### src/rtl/salamander_pkg.sv
// Shared types and constants for the salamander control sequencer:
// opcode and FSM state encodings plus small opcode-classification helpers.
package salamander_pkg;

  localparam int DATA_W = 8;
  localparam int RF_AW  = 4;
  localparam int PC_W   = 8;

  typedef enum logic [3:0] {
    OP_NOP = 4'h0,
    OP_LDI = 4'h1,
    OP_LD  = 4'h2,
    OP_ST  = 4'h3,
    OP_ADD = 4'h4,
    OP_SUB = 4'h5,
    OP_AND = 4'h6,
    OP_JZ  = 4'h7,
    OP_HLT = 4'hF
  } opcode_t;

  typedef enum logic [2:0] {
    S_IDLE,
    S_FETCH,
    S_DECODE,
    S_EXEC,
    S_HALT
  } state_t;

  // Opcodes whose result lands in ACC and refreshes ZERO.
  function automatic logic writes_acc(input logic [3:0] op);
    return (op == OP_LDI) || (op == OP_LD) || (op == OP_ADD) ||
           (op == OP_SUB) || (op == OP_AND);
  endfunction

  function automatic logic writes_carry(input logic [3:0] op);
    return (op == OP_ADD) || (op == OP_SUB);
  endfunction

endpackage

### src/rtl/salamander_alu.sv
// Combinational datapath for the sequencer: computes the next accumulator
// value, carry/borrow and zero flag for the opcode being executed.
module salamander_alu
  import salamander_pkg::*;
(
  input  logic [DATA_W-1:0] acc,
  input  logic [DATA_W-1:0] operand,
  input  logic [3:0]        opcode,
  output logic [DATA_W-1:0] result,
  output logic              carry,
  output logic              zero
);

  logic [DATA_W:0] sum;
  logic [DATA_W:0] diff;

  // The extra MSB holds carry-out for ADD and borrow (acc < operand) for SUB.
  assign sum  = {1'b0, acc} + {1'b0, operand};
  assign diff = {1'b0, acc} - {1'b0, operand};

  always_comb begin
    // NOTE: defaults first so every path assigns every output and no latch is inferred.
    result = acc;
    carry  = 1'b0;
    case (opcode)
      OP_LDI, OP_LD: result = operand;
      OP_ADD: begin
        result = sum[DATA_W-1:0];
        carry  = sum[DATA_W];
      end
      OP_SUB: begin
        result = diff[DATA_W-1:0];
        carry  = diff[DATA_W];
      end
      OP_AND: result = acc & operand;
      default: ;
    endcase
  end

  assign zero = (result == '0);

endmodule

### src/rtl/ctrl_seq.sv
// Fetch/decode/execute sequencer: fetches 8-bit instructions from program
// memory, reads a registered-latency register file and runs a tiny ALU.
module ctrl_seq
  import salamander_pkg::*;
#(
  parameter logic [PC_W-1:0] RESET_PC = 8'h00
) (
  input  logic              CLK,
  input  logic              RSTN,
  input  logic              RUN,
  output logic              PM_REQ,
  output logic [PC_W-1:0]   PM_ADDR,
  input  logic              PM_ACK,
  input  logic [DATA_W-1:0] PM_DATA,
  output logic [RF_AW-1:0]  RF_ADDR,
  output logic              RF_CE,
  output logic [DATA_W-1:0] RF_WDATA,
  input  logic [DATA_W-1:0] RF_RDATA,
  output logic [DATA_W-1:0] ACC_OUT,
  output logic              ZERO,
  output logic              CARRY,
  output logic              HALTED
);

  state_t            state;
  logic [PC_W-1:0]   pc;
  logic [DATA_W-1:0] ir;
  logic [DATA_W-1:0] acc;

  logic [3:0]        op;
  logic [3:0]        imm;
  logic [DATA_W-1:0] alu_operand;
  logic [DATA_W-1:0] alu_result;
  logic              alu_carry;
  logic              alu_zero;

  assign op  = ir[7:4];
  assign imm = ir[3:0];

  // LDI takes its operand from the instruction; every other ALU op from the RF.
  assign alu_operand = (op == OP_LDI) ? {4'h0, imm} : RF_RDATA;

  salamander_alu u_alu (
    .acc     (acc),
    .operand (alu_operand),
    .opcode  (op),
    .result  (alu_result),
    .carry   (alu_carry),
    .zero    (alu_zero)
  );

  assign PM_ADDR  = pc;
  assign RF_WDATA = acc;
  assign ACC_OUT  = acc;

  // NOTE: sequential state uses non-blocking assignments only, and every
  // register (outputs included) sits in the async reset so RSTN clears it
  // without needing a clock edge.
  always_ff @(posedge CLK or negedge RSTN) begin
    if (!RSTN) begin
      state   <= S_IDLE;
      pc      <= RESET_PC;
      ir      <= '0;
      acc     <= '0;
      ZERO    <= 1'b0;
      CARRY   <= 1'b0;
      RF_ADDR <= '0;
      RF_CE   <= 1'b0;
      PM_REQ  <= 1'b0;
      HALTED  <= 1'b0;
    end else begin
      case (state)
        S_IDLE: begin
          if (RUN) begin
            state  <= S_FETCH;
            PM_REQ <= 1'b1;
          end
        end

        // Request and address stay put until memory acknowledges; RUN is
        // deliberately not looked at here so a pending fetch always completes.
        S_FETCH: begin
          if (PM_ACK) begin
            ir      <= PM_DATA;
            RF_ADDR <= {2'b00, PM_DATA[1:0]};
            pc      <= pc + 8'd1;
            PM_REQ  <= 1'b0;
            state   <= S_DECODE;
          end
        end

        // RF_ADDR is held so the registered RF read is valid during EXEC.
        S_DECODE: begin
          RF_CE <= (op == OP_ST);
          state <= S_EXEC;
        end

        S_EXEC: begin
          RF_CE <= 1'b0;
          if (writes_acc(op)) begin
            acc  <= alu_result;
            ZERO <= alu_zero;
          end
          if (writes_carry(op)) begin
            CARRY <= alu_carry;
          end
          // Jump target keeps the upper nibble of the already-incremented PC.
          if ((op == OP_JZ) && ZERO) begin
            pc <= {pc[7:4], imm};
          end
          if (op == OP_HLT) begin
            state  <= S_HALT;
            HALTED <= 1'b1;
          end else if (RUN) begin
            state  <= S_FETCH;
            PM_REQ <= 1'b1;
          end else begin
            state <= S_IDLE;
          end
        end

        S_HALT: begin
          HALTED <= 1'b1;
        end

        default: state <= S_IDLE;
      endcase
    end
  end

endmodule

### config.mk
export PLATFORM = sky130hd
export DESIGN_NAME = ctrl_seq
export DESIGN_NICKNAME = d
export VERILOG_FILES = /design/src/rtl/salamander_pkg.sv /design/src/rtl/salamander_alu.sv /design/src/rtl/ctrl_seq.sv
export SDC_FILE = /design/constraint.sdc
export NUM_CORES = 1
export LEC_CHECK = 0
export BUFFER_PORTS_ARGS = -buffer_cell sky130_fd_sc_hd__buf_2
export CORE_ASPECT_RATIO = 0.9
export CORE_MARGIN = 2
export CORE_UTILIZATION = 56
export DETAILED_ROUTE_END_ITERATION = 10
export GPL_TIMING_DRIVEN = 0
export PLACE_DENSITY_LB_ADDON = 0.05
export REMOVE_ABC_BUFFERS = 1
export SLEW_MARGIN = 40
export SYNTH_ARGS = -nofsm -noshare
export SYNTH_HDL_FRONTEND = slang
export SYNTH_SLANG_ARGS = --single-unit
### constraint.sdc
create_clock -name CLK -period 3.9 [get_ports CLK]
set_input_delay 0.78 -clock CLK [delete_from_list [all_inputs] [get_ports CLK]]
set_output_delay 0.78 -clock CLK [all_outputs]
set_load 0.03 [all_outputs]
==> results.py <==
metrics = {
    "cells_and_area": {
        "nFillCells": 408,
        "ff_latch_area_um2": 805,
        "final_common_cell": "buf_2",
        "multi_input_area_um2": 1660,
        "area_delta_synth_final_pct": 12.5,
        "final_core_util": 0.663,
        "drive_above_1_share": 0.256,
        "final_cell_mix": "49 x buf_2, 29 x dfrtp_1, 26 x nor2_1",
        "antenna_cells": 0,
        "design_area_um2": 2990,
        "nets": 377,
    },
    "placement": {
        "place_area_um2": 2850,
        "port_buffers": 50,
        "gp_congestion": 0.901,
        "post-dp-hpwl_um": 4880,
    },
    "worst_setup_path": {
        "path_buf_inv": 0,
        "path_class": "reg -> reg",
        "cp_cell_sequence": "nor2b_2 -> nand2_2 -> mux2_2 -> ha_1 -> fa_1 -> xnor2_1 -> o22ai_1 -> or4_4 -> nor2_1 -> o2111ai_1 -> o41ai_2",
        "critPathArrivalTime_ns": 3.90,
        "required_ns": 4.09,
        "max_stage_delay_ns": 0.58,
        "slowest_stage": "or4_4",
        "reg2reg_slack_ns": 0.19,
        "path_max_fanout": 19,
        "cp_top_family": "simple AND/OR/NAND/NOR gates",
        "start_kind": "flip-flop",
        "crit_path_end_kind": "flip-flop",
    },
    "logic_synthesis": {
        "synth_top_area_cell": "dfrtp_1",
        "async_flop_share": 1.00,
        "synth_top_area_frac": 0.301,
        "netlist_area_um2": 2660,
        "synthCells": 302,
        "synth_warnings": 0,
        "ys_seq_area_frac": 0.301,
        "ys_top_cells_by_area": "dfrtp_1 30%, ha_1 9.4%, mux2_2 5.5%, nor2_1 3.9%, buf_4 3.4%",
        "synth-main-ff-cell": "dfrtp_1",
        "synth_edf_count": 0,
        "avgSynthCellArea_um2": 8.81,
        "netlist-cell-type-count": 66,
        "ys_seq_elements": 32,
    },
    "timing": {
        "hold_viol_final": 0,
        "worstMarginPinSlew_ns": 0.653,
        "final_max_slew_viol_count": 0,
        "fin_crit_ns": 3.71,
        "whs_ns": 0.417,
        "setup_violations": 0,
        "max_slew_margin": 0.559,
        "fin_skew_ns": 0.00301,
        "period_share": 0.952,
        "setup_total_negative_slack_ns": 0,
        "clock.fmax_mhz": 269,
    },
    "grt": {
        "grt_max_degree": 33,
        "grt_pass1_wl_um": 10600,
        "grt_pass1_vias": 2170,
        "antenna_found_initial": 0,
        "grt.overflow.total": 0,
        "grtUsageTotal": 0.248,
    },
    "outcome": {
        "status": "finished, final reports clean",
    },
    "flow_run": {
        "cap_violations": 0,
    },
    "clocking": {
        "numCtsBuffers": 5,
        "cts_hold_buffers": 0,
        "clk_pin_slew_worst_paths_ns": 0.07,
        "cts_tree": "done",
        "max-clock-path-buffers": 2,
        "insertion_delay_ns": 0.29,
        "clock_sinks": 32,
        "cts_root_buf": "clkbuf_8",
        "h-tree-depth": 2,
    },
    "route": {
        "drt-initial-drc-count": 137,
        "avgRoutedWirePerCell_um": 16.1,
        "wl_um": 6420,
        "num_vias": 2337,
        "ant_nets": 0,
        "route.detailed.drc": 0,
        "firstDrtPassIters": 4,
        "viasPerCell": 5.87,
    },
    "power_and_ir_drop": {
        "vdd_ir_drop_max_mv": 0.499,
        "power_uw": 2750,
        "power.density_nw_per_um2": 920,
        "leakagePower_uw": 0.00142,
    },
    "die": {
        "coreArea_um2": 4520,
        "die_w_um": 76.7,
        "dieArea_um2": 5320,
        "rows": 23,
        "io_pins": 53,
        "die_h_um": 69.4,
        "start_util": 0.589,
    },
    "worst_hold_path": {
        "hold_class": "in -> async",
    },
}
-- cells in the mapped netlist, types with 3 or more instances --
library cell and instances:
dfrtp_1 32, nor2_1 28, nand2_1 21, ha_1 20, inv_1 20, mux2_2 13, a21oi_1 12, buf_4 12
o21ai_0 11, nor3_1 10, nor2b_1 8, clkbuf_1 7, xnor2_1 7, a31oi_1 5, o21a_1 5, a211oi_1 4
buf_2 4, mux2i_1 4, nand2b_1 4, nand4_1 4, and3_1 3, nor4_1 3, o211ai_1 3, o21ai_1 3
o22ai_1 3, or3_1 3
-- logic make-up after synthesis --
group / synth area share
AO/OA/AOI/OAI: 0.200
adder cells (fa/ha/maj): 0.109
buffers and inverters: 0.0851
multiplexers: 0.0743
XOR/XNOR: 0.0263
AND/OR/NAND/NOR: 0.203
flip-flops: 0.301
other: 0.00141
-- layer usage --
layer,wire length (um),track usage,part of all wire,vias up
met2,2730,0.369,0.43,99
li1,-,-,-,1144
met1,3010,0.363,0.47,1081
met5,0,0,0,-
met3,559,0.0599,0.087,13
met4,118,0.0606,0.018,0
-- registers in the layout, indices dropped and copies added (netlist names) --
signal and count:
ACC_OUT 8, PM_ADDR 8, ir 8, state 3, CARRY 1, HALTED 1, PM_REQ 1, RF_CE 1
ZERO 1
-- path summary, 6_finish.rpt --
check	startpoint	depth (start not counted)	to
max	ir[4]$_DFFE_PN0P_	11	ZERO$_DFFE_PN0P_
min	RSTN	1	ACC_OUT[5]$_DFFE_PN0P_
max reg2reg	ir[4]$_DFFE_PN0P_	11	ZERO$_DFFE_PN0P_
min reg2reg	PM_ADDR[7]$_DFFE_PN0P_	1	PM_ADDR[7]$_DFFE_PN0P_
max in group asynchronous	RSTN	1	ir[4]$_DFFE_PN0P_
min in group CLK	PM_ADDR[7]$_DFFE_PN0P_	1	PM_ADDR[7]$_DFFE_PN0P_
-- timing repair --
action                                  CTS  global route
resized for setup                         3             4
buffers inserted                          0             0
pin swaps                                 0             0
endpoints found under the setup margin    2             2
-- layout make-up --
type                            count  area share
Clock inverter                      1      0.0100
Sequential cell                    32       0.269
Clock buffer                        7      0.0322
Inverter                           20      0.0251
Timing Repair Buffer               50      0.0844
Tap cell                           62      0.0259
Multi-Input combinational cell    226       0.554
-- per-stage QoR --
stage	setup WS, ns	std cells
after floorplan	0.550	278
after global placement	-0.0249	390
after detailed placement	-0.0919	390
after CTS	0.0178	398
after global routing	-0.00238	398
final	0.186	398
-- report_power, final --
group	switching [uW]	total [uW]	internal [uW]	leakage, uW
clock	129	354	225	0.0000645
sequential	271	747	476	0.000393
combinational	1010	1650	646	0.000966
total	1410	2750	1350	0.00142
No activity file was read; power rests on OpenSTA's default activity.
